===== src/rtl/set_assoc_tag_unit_if.sv =====
`default_nettype none
// ============================================================================
// Module   : set_assoc_tag_unit_if
// Purpose  : Request / response / fill bundle between the cache controller
//            (master) and the set-associative tag unit (slave).
// Revision : 1.0  initial release
// ============================================================================
interface set_assoc_tag_unit_if #(
  parameter int TAG_W   = 3,
  parameter int INDEX_W = 3,
  parameter int WAY_W   = 1
);
  logic               req_valid;
  logic               req_write;
  logic [TAG_W-1:0]   req_tag;
  logic [INDEX_W-1:0] req_index;
  logic               busy;
  logic               resp_valid;
  logic               resp_hit;
  logic [WAY_W-1:0]   resp_way;
  logic               victim_valid;
  logic               victim_dirty;
  logic [TAG_W-1:0]   victim_tag;
  logic               fill_valid;
  logic               fill_done;

  modport master (
    output req_valid, req_write, req_tag, req_index, fill_valid,
    input  busy, resp_valid, resp_hit, resp_way,
    input  victim_valid, victim_dirty, victim_tag, fill_done
  );

  modport slave (
    input  req_valid, req_write, req_tag, req_index, fill_valid,
    output busy, resp_valid, resp_hit, resp_way,
    output victim_valid, victim_dirty, victim_tag, fill_done
  );
endinterface
`default_nettype wire


===== src/rtl/set_assoc_tag_unit.sv =====
`default_nettype none
// ============================================================================
// Module   : set_assoc_tag_unit
// Purpose  : Registered tag lookup for a 2^INDEX_W-set x WAYS-way cache.
//            Reports hit/miss and the hit or victim way, then installs the
//            new tag once the controller signals the fill.
// Options  : TAG_STATS_EN adds saturating hit_count / miss_count outputs.
// Revision : 1.0  initial release
// ============================================================================
module set_assoc_tag_unit #(
  parameter int TAG_W   = 3,
  parameter int INDEX_W = 3,
  parameter int WAYS    = 2,
  parameter int WAY_W   = 1
) (
  input  logic                 clock,
  input  logic                 reset,
  set_assoc_tag_unit_if.slave  bus
`ifdef TAG_STATS_EN
  ,
  output logic [15:0]          hit_count,
  output logic [15:0]          miss_count
`endif
);

  localparam int SETS = 1 << INDEX_W;

  typedef enum logic [1:0] {
    S_IDLE      = 2'd0,
    S_COMPARE   = 2'd1,
    S_MISS_WAIT = 2'd2
  } state_e;

  state_e state_q, state_d;

  // Per-set line state
  logic [TAG_W-1:0] tag_q   [SETS][WAYS];
  logic [WAYS-1:0]  valid_q [SETS];
  logic [WAYS-1:0]  dirty_q [SETS];
  logic [WAY_W-1:0] rr_q    [SETS];

  // Captured request and miss context
  logic [TAG_W-1:0]   req_tag_q;
  logic [INDEX_W-1:0] req_index_q;
  logic               req_write_q;
  logic [WAY_W-1:0]   victim_way_q;
  logic               all_valid_q;

  // Registered outputs
  logic               resp_valid_q, resp_hit_q, fill_done_q;
  logic [WAY_W-1:0]   resp_way_q;
  logic               victim_valid_q, victim_dirty_q;
  logic [TAG_W-1:0]   victim_tag_q;

  // Lookup results for the registered set
  logic               hit, free;
  logic [WAY_W-1:0]   hit_way, free_way, victim_way;
  logic               accept, compare, fill;

  // Parallel compare; scanning from the top leaves the lowest match/free way
  always_comb begin
    hit      = 1'b0;
    hit_way  = '0;
    free     = 1'b0;
    free_way = '0;
    for (int w = WAYS - 1; w >= 0; w--) begin
      if (valid_q[req_index_q][w] && (tag_q[req_index_q][w] == req_tag_q)) begin
        hit     = 1'b1;
        hit_way = WAY_W'(w);
      end
      if (!valid_q[req_index_q][w]) begin
        free     = 1'b1;
        free_way = WAY_W'(w);
      end
    end
    victim_way = free ? free_way : rr_q[req_index_q];
  end

  // State register
  always_ff @(posedge clock or negedge reset) begin
    if (!reset) state_q <= S_IDLE;
    else        state_q <= state_d;
  end

  // Next-state logic and datapath strobes
  always_comb begin
    state_d = state_q;
    accept  = 1'b0;
    compare = 1'b0;
    fill    = 1'b0;
    case (state_q)
      S_IDLE: begin
        if (bus.req_valid) begin
          accept  = 1'b1;
          state_d = S_COMPARE;
        end
      end
      S_COMPARE: begin
        compare = 1'b1;
        state_d = hit ? S_IDLE : S_MISS_WAIT;
      end
      S_MISS_WAIT: begin
        if (bus.fill_valid) begin
          fill    = 1'b1;
          state_d = S_IDLE;
        end
      end
      default: state_d = S_IDLE;
    endcase
  end

  // Request capture, response registers and valid/dirty/round-robin state
  always_ff @(posedge clock or negedge reset) begin
    if (!reset) begin
      req_tag_q      <= '0;
      req_index_q    <= '0;
      req_write_q    <= 1'b0;
      victim_way_q   <= '0;
      all_valid_q    <= 1'b0;
      resp_valid_q   <= 1'b0;
      resp_hit_q     <= 1'b0;
      resp_way_q     <= '0;
      victim_valid_q <= 1'b0;
      victim_dirty_q <= 1'b0;
      victim_tag_q   <= '0;
      fill_done_q    <= 1'b0;
      for (int s = 0; s < SETS; s++) begin
        valid_q[s] <= '0;
        dirty_q[s] <= '0;
        rr_q[s]    <= '0;
      end
    end else begin
      resp_valid_q <= compare;
      fill_done_q  <= fill;
      if (accept) begin
        req_tag_q   <= bus.req_tag;
        req_index_q <= bus.req_index;
        req_write_q <= bus.req_write;
      end
      if (compare) begin
        resp_hit_q <= hit;
        if (hit) begin
          resp_way_q     <= hit_way;
          victim_valid_q <= 1'b0;
          victim_dirty_q <= 1'b0;
          victim_tag_q   <= '0;
          if (req_write_q) dirty_q[req_index_q][hit_way] <= 1'b1;
        end else begin
          resp_way_q     <= victim_way;
          victim_valid_q <= valid_q[req_index_q][victim_way];
          victim_dirty_q <= dirty_q[req_index_q][victim_way];
          victim_tag_q   <= tag_q[req_index_q][victim_way];
          victim_way_q   <= victim_way;
          all_valid_q    <= ~free;
        end
      end
      if (fill) begin
        valid_q[req_index_q][victim_way_q] <= 1'b1;
        dirty_q[req_index_q][victim_way_q] <= req_write_q;
        // Only a forced eviction advances the pointer; direct-mapped keeps it at 0
        if (all_valid_q && (WAYS > 1)) rr_q[req_index_q] <= rr_q[req_index_q] + WAY_W'(1);
      end
    end
  end

  // Tag array has no reset; its contents only matter once valid is set
  always_ff @(posedge clock) begin
    if (fill) tag_q[req_index_q][victim_way_q] <= req_tag_q;
  end

`ifdef TAG_STATS_EN
  logic [15:0] hit_cnt_q, miss_cnt_q;

  // Saturating lookup statistics, counted on the response edge
  always_ff @(posedge clock or negedge reset) begin
    if (!reset) begin
      hit_cnt_q  <= '0;
      miss_cnt_q <= '0;
    end else if (compare) begin
      if (hit && (hit_cnt_q != 16'hFFFF))   hit_cnt_q  <= hit_cnt_q + 16'd1;
      if (!hit && (miss_cnt_q != 16'hFFFF)) miss_cnt_q <= miss_cnt_q + 16'd1;
    end
  end

  assign hit_count  = hit_cnt_q;
  assign miss_count = miss_cnt_q;
`endif

  assign bus.busy         = (state_q != S_IDLE);
  assign bus.resp_valid   = resp_valid_q;
  assign bus.resp_hit     = resp_hit_q;
  assign bus.resp_way     = resp_way_q;
  assign bus.victim_valid = victim_valid_q;
  assign bus.victim_dirty = victim_dirty_q;
  assign bus.victim_tag   = victim_tag_q;
  assign bus.fill_done    = fill_done_q;

endmodule
`default_nettype wire

===== src/flat_wrapper.sv =====
// flat-port wrapper written by rule: the top's interface ports become plain ports
module set_assoc_tag_unit_flat 
#(
  parameter int TAG_W   = 3,
  parameter int INDEX_W = 3,
  parameter int WAYS    = 2,
  parameter int WAY_W   = 1
)
  (clock, reset, bus_req_valid, bus_req_write, bus_req_tag, bus_req_index, bus_fill_valid, bus_busy, bus_resp_valid, bus_resp_hit, bus_resp_way, bus_victim_valid, bus_victim_dirty, bus_victim_tag, bus_fill_done);
  set_assoc_tag_unit_if #(.TAG_W(TAG_W), .INDEX_W(INDEX_W), .WAY_W(WAY_W)) bus_i ();
  input  logic clock;
  input  logic reset;
  input wire logic [$bits(bus_i.req_valid)-1:0] bus_req_valid;
  input wire logic [$bits(bus_i.req_write)-1:0] bus_req_write;
  input wire logic [$bits(bus_i.req_tag)-1:0] bus_req_tag;
  input wire logic [$bits(bus_i.req_index)-1:0] bus_req_index;
  input wire logic [$bits(bus_i.fill_valid)-1:0] bus_fill_valid;
  output wire logic [$bits(bus_i.busy)-1:0] bus_busy;
  output wire logic [$bits(bus_i.resp_valid)-1:0] bus_resp_valid;
  output wire logic [$bits(bus_i.resp_hit)-1:0] bus_resp_hit;
  output wire logic [$bits(bus_i.resp_way)-1:0] bus_resp_way;
  output wire logic [$bits(bus_i.victim_valid)-1:0] bus_victim_valid;
  output wire logic [$bits(bus_i.victim_dirty)-1:0] bus_victim_dirty;
  output wire logic [$bits(bus_i.victim_tag)-1:0] bus_victim_tag;
  output wire logic [$bits(bus_i.fill_done)-1:0] bus_fill_done;
  assign bus_i.req_valid = bus_req_valid;
  assign bus_i.req_write = bus_req_write;
  assign bus_i.req_tag = bus_req_tag;
  assign bus_i.req_index = bus_req_index;
  assign bus_i.fill_valid = bus_fill_valid;
  assign bus_busy = bus_i.busy;
  assign bus_resp_valid = bus_i.resp_valid;
  assign bus_resp_hit = bus_i.resp_hit;
  assign bus_resp_way = bus_i.resp_way;
  assign bus_victim_valid = bus_i.victim_valid;
  assign bus_victim_dirty = bus_i.victim_dirty;
  assign bus_victim_tag = bus_i.victim_tag;
  assign bus_fill_done = bus_i.fill_done;
  set_assoc_tag_unit #(.TAG_W(TAG_W), .INDEX_W(INDEX_W), .WAYS(WAYS), .WAY_W(WAY_W)) u_core (.clock(clock), .reset(reset), .bus(bus_i));
endmodule

===== config.mk =====
export PLATFORM = sky130hd
export DESIGN_NAME = set_assoc_tag_unit_flat
export DESIGN_NICKNAME = d
export VERILOG_FILES = /design/src/rtl/set_assoc_tag_unit_if.sv /design/src/rtl/set_assoc_tag_unit.sv /design/src/flat_wrapper.sv
export SDC_FILE = /design/constraint.sdc
export NUM_CORES = 1
export LEC_CHECK = 0
export CORE_AREA = 5 5 101 103
export DETAILED_ROUTE_END_ITERATION = 10
export DIE_AREA = 0 0 106 108
export HOLD_SLACK_MARGIN = 0.12
export PLACE_DENSITY = 0.72
export REMOVE_ABC_BUFFERS = 1
export SETUP_SLACK_MARGIN = 0.02
export SYNTH_ARGS = -nofsm -noshare
export SYNTH_HDL_FRONTEND = slang
export SYNTH_SLANG_ARGS = --single-unit

===== constraint.sdc =====
create_clock -name clock -period 7 [get_ports clock]
set_clock_uncertainty 0.1 [all_clocks]
set_input_delay 1.4 -clock clock [delete_from_list [all_inputs] [get_ports clock]]
set_output_delay 1.4 -clock clock [all_outputs]
set_load 0.02 [all_outputs]

### Yosys cells after proc, flatten, opt, wreduce, memory -nomap -nowiden

Memories as Yosys holds them, arrays and structs flattened.
Cells that the tools add are included.

| storage, ports and cells | value |
|---|---|
| flip-flop bits (word level) | 60 |
| memory bits (writable) | 48 |
| bits of input ports | 11 |
| output and inout bits | 10 |
| logic and storage cells | 129 |
| memories kept | 1 |

| cells by class | value |
|---|---|
| $add $sub $neg | 1 |
| order comparisons | 10 |
| eq/ne operators | 6 |
| muxes and demuxes | 56 |
| bitwise gates (word level) | 7 |
| reduce and logical (&&, ||, !) cells | 11 |

Memory list:

| name | words | bits a word | rd ports | clocked after Yosys merged registers in | wr ports | RTL line | source |
|---|---|---|---|---|---|---|---|
| u_core.tag_q | 8 | 6 | 1 | 0 | 1 | set_assoc_tag_unit.sv:37 | `logic [TAG_W-1:0] tag_q [SETS][WAYS];` |

Operators by type and width:

| operator | count |
|---|---|
| 16-bit 2-to-1 mux | 4 |
| 16-bit OR | 2 |
| 1-bit 2-to-1 mux | 25 |
| 2-bit 2-to-1 mux | 9 |
| 16-bit bitwise mux | 1 |
| 3-bit 2-to-1 mux | 5 |
| 2-bit binary-select mux with 3-bit select | 2 |
| 2-bit demux with 3-bit select | 2 |
| 8-bit bitwise mux | 1 |
| 3-bit equality test | 2 |
| 1-bit logical AND | 6 |
| 1-bit by 2-bit < comparator with 1-bit output, second input constant | 3 |
| 6-bit 2-to-1 mux | 1 |
| 2-bit case mux with 3 select lines | 1 |
| 2-bit AND reduction | 3 |
| 2-bit >= comparator, second input constant | 2 |
| 4-bit >= comparator, second input constant | 1 |
| 4-bit by 1-bit < comparator with 1-bit output, second input constant | 1 |
| 2-bit != test, second input constant | 2 |
| 1-bit inverter with 2-bit output | 2 |
| 3-bit inverter with 4-bit output | 1 |
| 1-bit binary-select mux with 3-bit select | 1 |
| 1-bit demux with 3-bit select | 1 |
| 3-bit demux with 1-bit select | 1 |
| 9 further kinds | 12 |

### Longest topological paths before layout

| depth | value |
|---|---|
| depth after elaboration | 19 |
| gate-level depth with buffers | 9 |
| depth with buffers taken out | 6 |

### Worst setup path before layout

OpenSTA, ideal clock, no wires.

| timing | value |
|---|---|
| kind | input to register |
| from | input port bus_fill_valid |
| to | register u_core.valid_q[1] (netlist bit) |
| library setup time | 0.127 ns |
| data arrival time | 2.443 ns |
| required time | 6.773 ns |
| slack | 4.330 ns |
| cell stages on the path | 6 |
| buffers on the path | 2 |
| path through | and3b_1 clkbuf_1 nand2_1 clkbuf_1 nor2_1 or2_2 |

| on the way | value |
|---|---|
| word-level cells in the longest chain between the ends | 2 |

Ends and longest elaborated chain:

| item | RTL line | source |
|---|---|---|
| start, declared | flat_wrapper.sv:17 | `input wire logic [$bits(bus_i.fill_valid)-1:0] bus_fill_valid;` |
| 1-bit 2-to-1 mux | set_assoc_tag_unit.sv:103 | `if (bus.fill_valid) begin` |
| 1-bit 2-to-1 mux | set_assoc_tag_unit.sv:91 | `case (state_q)` |
| named net u_core.fill | set_assoc_tag_unit.sv:58 | `logic accept, compare, fill;` |
| end signal, assigned by index | set_assoc_tag_unit.sv:128 | `valid_q[s] <= '0;` |
| end signal, assigned by index | set_assoc_tag_unit.sv:158 | `valid_q[req_index_q][victim_way_q] <= 1'b1;` |
| end, declared | set_assoc_tag_unit.sv:38 | `logic [WAYS-1:0] valid_q [SETS];` |

The timed path passes the listed nets, and every way through them passes these cells.
A chain may end at the register's enable or synchronous reset.

### Final worst setup path

| timing | value |
|---|---|
| from | register u_core.req_index_q[1] |
| to | register u_core.dirty_q[8] (netlist bit) |

| on the way | value |
|---|---|
| word-level cells in the longest chain between the ends | 19 |
| elaborated cells on any way between the ends | 30 |
| those cells by class | order compare (4); eq/ne (2); mux (17); bitwise (2); reduce/logical (4); memory (1) |

Ends and longest elaborated chain:

| item | RTL line | source |
|---|---|---|
| start, declared | set_assoc_tag_unit.sv:44 | `logic [INDEX_W-1:0] req_index_q;` |
| start signal, assigned | set_assoc_tag_unit.sv:137 | `req_index_q <= bus.req_index;` |
| 3-bit inverter with 4-bit output (not written as such) | set_assoc_tag_unit.sv:67, set_assoc_tag_unit.sv:147, set_assoc_tag_unit.sv:159 |  |
| 2-bit binary-select mux with 3-bit select | set_assoc_tag_unit.sv:67 | `if (valid_q[req_index_q][w] && (tag_q[req_index_q][w] == req_tag_q)) begin` |
| 2-bit 2-to-1 mux (not written as such) (2 in a row) | set_assoc_tag_unit.sv:67 |  |
| 1-bit logical AND | set_assoc_tag_unit.sv:67 |  |
| 1-bit 2-to-1 mux (2 in a row) | set_assoc_tag_unit.sv:67 |  |
| 1-bit by 2-bit < comparator with 1-bit output (not written as such) or 1-bit >= comparator (tied branches) | set_assoc_tag_unit.sv:147 | `if (req_write_q) dirty_q[req_index_q][hit_way] <= 1'b1;` |
| 1-bit logical AND (not written as such) | set_assoc_tag_unit.sv:147 |  |
| 1-bit 2-to-1 mux (not written as such) | set_assoc_tag_unit.sv:147 |  |
| 1-bit demux with 1-bit select | n/a |  |
| 2-bit 2-to-1 mux (not written as such) | set_assoc_tag_unit.sv:147 |  |
| 2-bit demux with 3-bit select | set_assoc_tag_unit.sv:147 |  |
| 16-bit OR (no line) | n/a |  |
| 16-bit 2-to-1 mux | set_assoc_tag_unit.sv:147 |  |
| 16-bit 2-to-1 mux | set_assoc_tag_unit.sv:142 | `if (hit) begin` |
| 16-bit 2-to-1 mux | set_assoc_tag_unit.sv:140 | `if (compare) begin` |
| 16-bit bitwise mux | set_assoc_tag_unit.sv:159 | `dirty_q[req_index_q][victim_way_q] <= req_write_q;` |
| 16-bit 2-to-1 mux (*) | set_assoc_tag_unit.sv:157 | `if (fill) begin` |
| end signal, assigned by index | set_assoc_tag_unit.sv:159 |  |
| end, declared | set_assoc_tag_unit.sv:39 | `logic [WAYS-1:0] dirty_q [SETS];` |

Every way passes the cells marked *; elsewhere a longest branch is shown, timed or not. The select of a mux whose other input is x is not followed.

==> impl_metrics.py <==
metrics = {
    "outcome": {
        "status": "completed",
    },
    "finish": {
        "nets": 392,
        "drive_gt1_share_pct": 17.6,
        "layout_commonest_cell": "dfrtp_1",
        "postLayoutCoreUtil_pct": 58.4,
        "layout_common_cells": "dfrtp_1 (59), edfxtp_1 (48), nor2_1 (33), o21ai_0 (33), nand2_1 (27)",
        "diodes": 0,
        "syn_to_final_growth_pct": 9.09,
    },
    "critical_path": {
        "cp_cell_sequence": "nor2b_1, a22o_1, o21a_1, nor3_2, nand4b_1, a21oi_1",
        "crit-reg2reg-launch": "u_core.req_index_q[1]$_DFFE_PN0P_",
        "cp-start-kind": "register",
        "end_kind": "register",
        "criticalPathCategory": "register to register",
        "max_stage_delay_ns": 1.06,
        "cp.arrival_ns": 3.43,
        "crit_required_ns": 7.18,
        "critical_path.max_fanout": 27,
        "crit_start": "u_core.req_index_q[1]$_DFFE_PN0P_",
        "crit_slowest_cell": "dfrtp_1",
    },
    "placed_design": {
        "gp_congestion": 0.832,
        "place.port_buffers": 20,
        "pre_cts_ws_ns": 3.52,
        "dp_hpwl_mm": 6.75,
    },
    "clock_tree": {
        "ctsHoldBuffers": 0,
        "cts_root_buffer": "clkbuf_8",
        "numCtsBuffers": 9,
        "htreeDepth": 3,
        "post_cts_buffers": 0,
        "cts.sinks": 108,
        "clock_path_buffers": 2,
        "post_cts_resize_count": 0,
        "cts_tree": "built",
        "clk_pin_slew_ns": 0.11,
        "insertion_delay_ns": 0.38,
    },
    "floorplanning": {
        "die_area_um2": 11400,
        "row_count": 35,
        "initial_core_util_pct": 53.5,
        "die_h_um": 108,
        "coreArea_um2": 9110,
        "ios": 21,
        "fp.dieW_um": 106,
    },
    "power": {
        "p_leak_uw": 0.00215,
        "power.switching_uw": 882,
        "ir_worst_vdd_mv": 0.220,
        "seqPwrFrac_pct": 44.4,
        "pwr-share-comb_pct": 39.0,
        "total_power_uw": 2270,
        "powerDensity_nw_per_um2": 426,
        "clkPwrFrac_pct": 16.6,
        "internal_power_uw": 1380,
        "p_sw_share_pct": 38.9,
    },
    "synth": {
        "ys_types": 45,
        "syn_area_um2": 4870,
        "synthCells": 367,
        "ys.warnings.count": 0,
        "ys_seq_area_share_pct": 60.4,
        "syn_avg_cell_area_um2": 13.3,
        "ys_seq_elements": 108,
    },
    "detailed_routing": {
        "wl_mm": 10.2,
        "drc_errors": 0,
        "num_vias": 2963,
        "ant_nets": 0,
        "first_pass_iters": 4,
        "vias_per_cell": 5.96,
        "post_drt_wl_per_cell_um": 20.4,
        "drt_iter0_drc": 223,
    },
    "global_routing": {
        "grt_pass1_vias": 3033,
        "grt_max_degree": 61,
        "grt_usage_pct": 19.0,
        "antenna_found_initial": 0,
        "grt_pass1_wl_mm": 16.6,
        "grt_overflow_total": 0,
    },
    "worst_hold_path": {
        "hold_path.startpoint": "u_core.valid_q[13]$_DFFE_PN0P_",
        "holdCritPathClass": "register to register",
    },
    "job": {
        "cap_violations": 0,
    },
    "timing": {
        "tightestPinTransition_ns": 1.08,
        "rsz0062_at_grt": "no",
        "fmaxAchievable_mhz": 308,
        "period_share_pct": 46.4,
        "setup_viol": 0,
        "slew_headroom_pct": 28.1,
        "slew_violations": 0,
        "setup-tns-final_ns": 0,
        "fin_ws_ns": 3.75,
        "finalHoldViolCount": 0,
        "min_period_ns": 3.25,
    },
}
==> layer usage <==
layer  global-route usage, %  routed length [um]  part of all wire, %
met1                    26.0                4460                   44
met2                    30.7                5000                   49
met3                    4.18                 495                  4.9
met4                    5.74                 197                  1.9
met5                       0                   0                    0
==> power groups by stage <==
stage / clock (uW) / sequential, uW / combinational, uW
floorplan: 0 / 1010 / 600
global placement: 0 / 1020 / 864
detailed placement: 0 / 1020 / 884
CTS: 384 / 1010 / 891
global route: 410 / 1030 / 959
finish: 377 / 1010 / 884
==> critical path, delay by kind of cell (launching register included) <==
family             cells  cell delay, ns
and+or+nand+nor        3            1.15
AOI/OAI and AO/OA      3            0.83
DFF                    1            1.06
==> final timing paths <==
kind / slack (ns) / cells past startpoint / end
setup / recovery: 3.75 / 6 / u_core.dirty_q[8]$_DFF_PN0_
hold / removal: 0.38 / 1 / u_core.valid_q[13]$_DFFE_PN0P_
setup reg to reg: 3.75 / 6 / u_core.dirty_q[8]$_DFF_PN0_
hold reg to reg: 0.38 / 1 / u_core.valid_q[13]$_DFFE_PN0P_
max in group asynchronous: 5.13 / 2 / u_core.req_index_q[0]$_DFFE_PN0P_
min in group asynchronous: 1.08 / 2 / u_core.dirty_q[14]$_DFF_PN0_
==> synth_stat cells (all sizes together) <==
master,instances,area share [%]
a21o,2,0.33
a21oi,9,0.92
a22o,8,1.4
a22oi,6,1.0
a311oi,1,0.54
a31oi,1,0.26
a41o,8,1.6
and2,7,0.95
and3,1,0.13
and3b,1,0.18
buf,8,1.4
clkbuf,11,0.85
dfrtp,60,31
edfxtp,48,30
inv,4,0.31
mux2,10,2.4
mux2i,24,5.2
mux4,14,6.7
nand2,27,2.1
nand2b,4,0.51
nand4b,1,0.18
nor2,33,2.5
nor2b,5,0.64
nor3,6,0.95
o21a,1,0.15
o21ai,34,3.6
o31ai,8,1.2
or2,18,2.3
or3,1,0.13
xnor2,4,0.72
xor2,2,0.36
==> through the flow <==
step,std cells,hold WS [ns],cell area (um2)
final,497,0.375,5320
after detailed placement,481,0.349,5110
after global placement,481,0.349,5110
after global routing,497,0.379,5320
after CTS,497,0.375,5320
after floorplan,348,0.330,4760
==> layout make-up <==
class,count,area (um2)
Multi-Input combinational cell,236,1810
Timing Repair Buffer,22,210
Sequential cell,108,2940
Tap cell,111,139
Clock inverter,6,63.8
Clock buffer,10,138
Inverter,4,15.0
Fill cell,739,3790
==> cells by family (layout without fill, tap and decap cells) <==
logic type	after synthesis	count (layout)	synth area share (%)
buf+inv	23	42	2.54
mux	48	48	14.3
simple gates	104	104	10.6
flops	108	108	60.4
xor+xnor	6	6	1.08
compound gates	78	78	11.1
==> registers in the layout, summed over array words and instances (netlist names), 2 cells and up <==
| register | cells |
|---|---|
| u_core.tag_q | 48 |
| u_core.bus.victim_tag | 3 |
| u_core.valid_q | 16 |
| u_core.req_tag_q | 3 |
| u_core.req_index_q | 3 |
| u_core.state_q | 2 |
| u_core.rr_q | 8 |
| u_core.dirty_q | 16 |
Note: power is estimated with default switching activity, not from simulation.
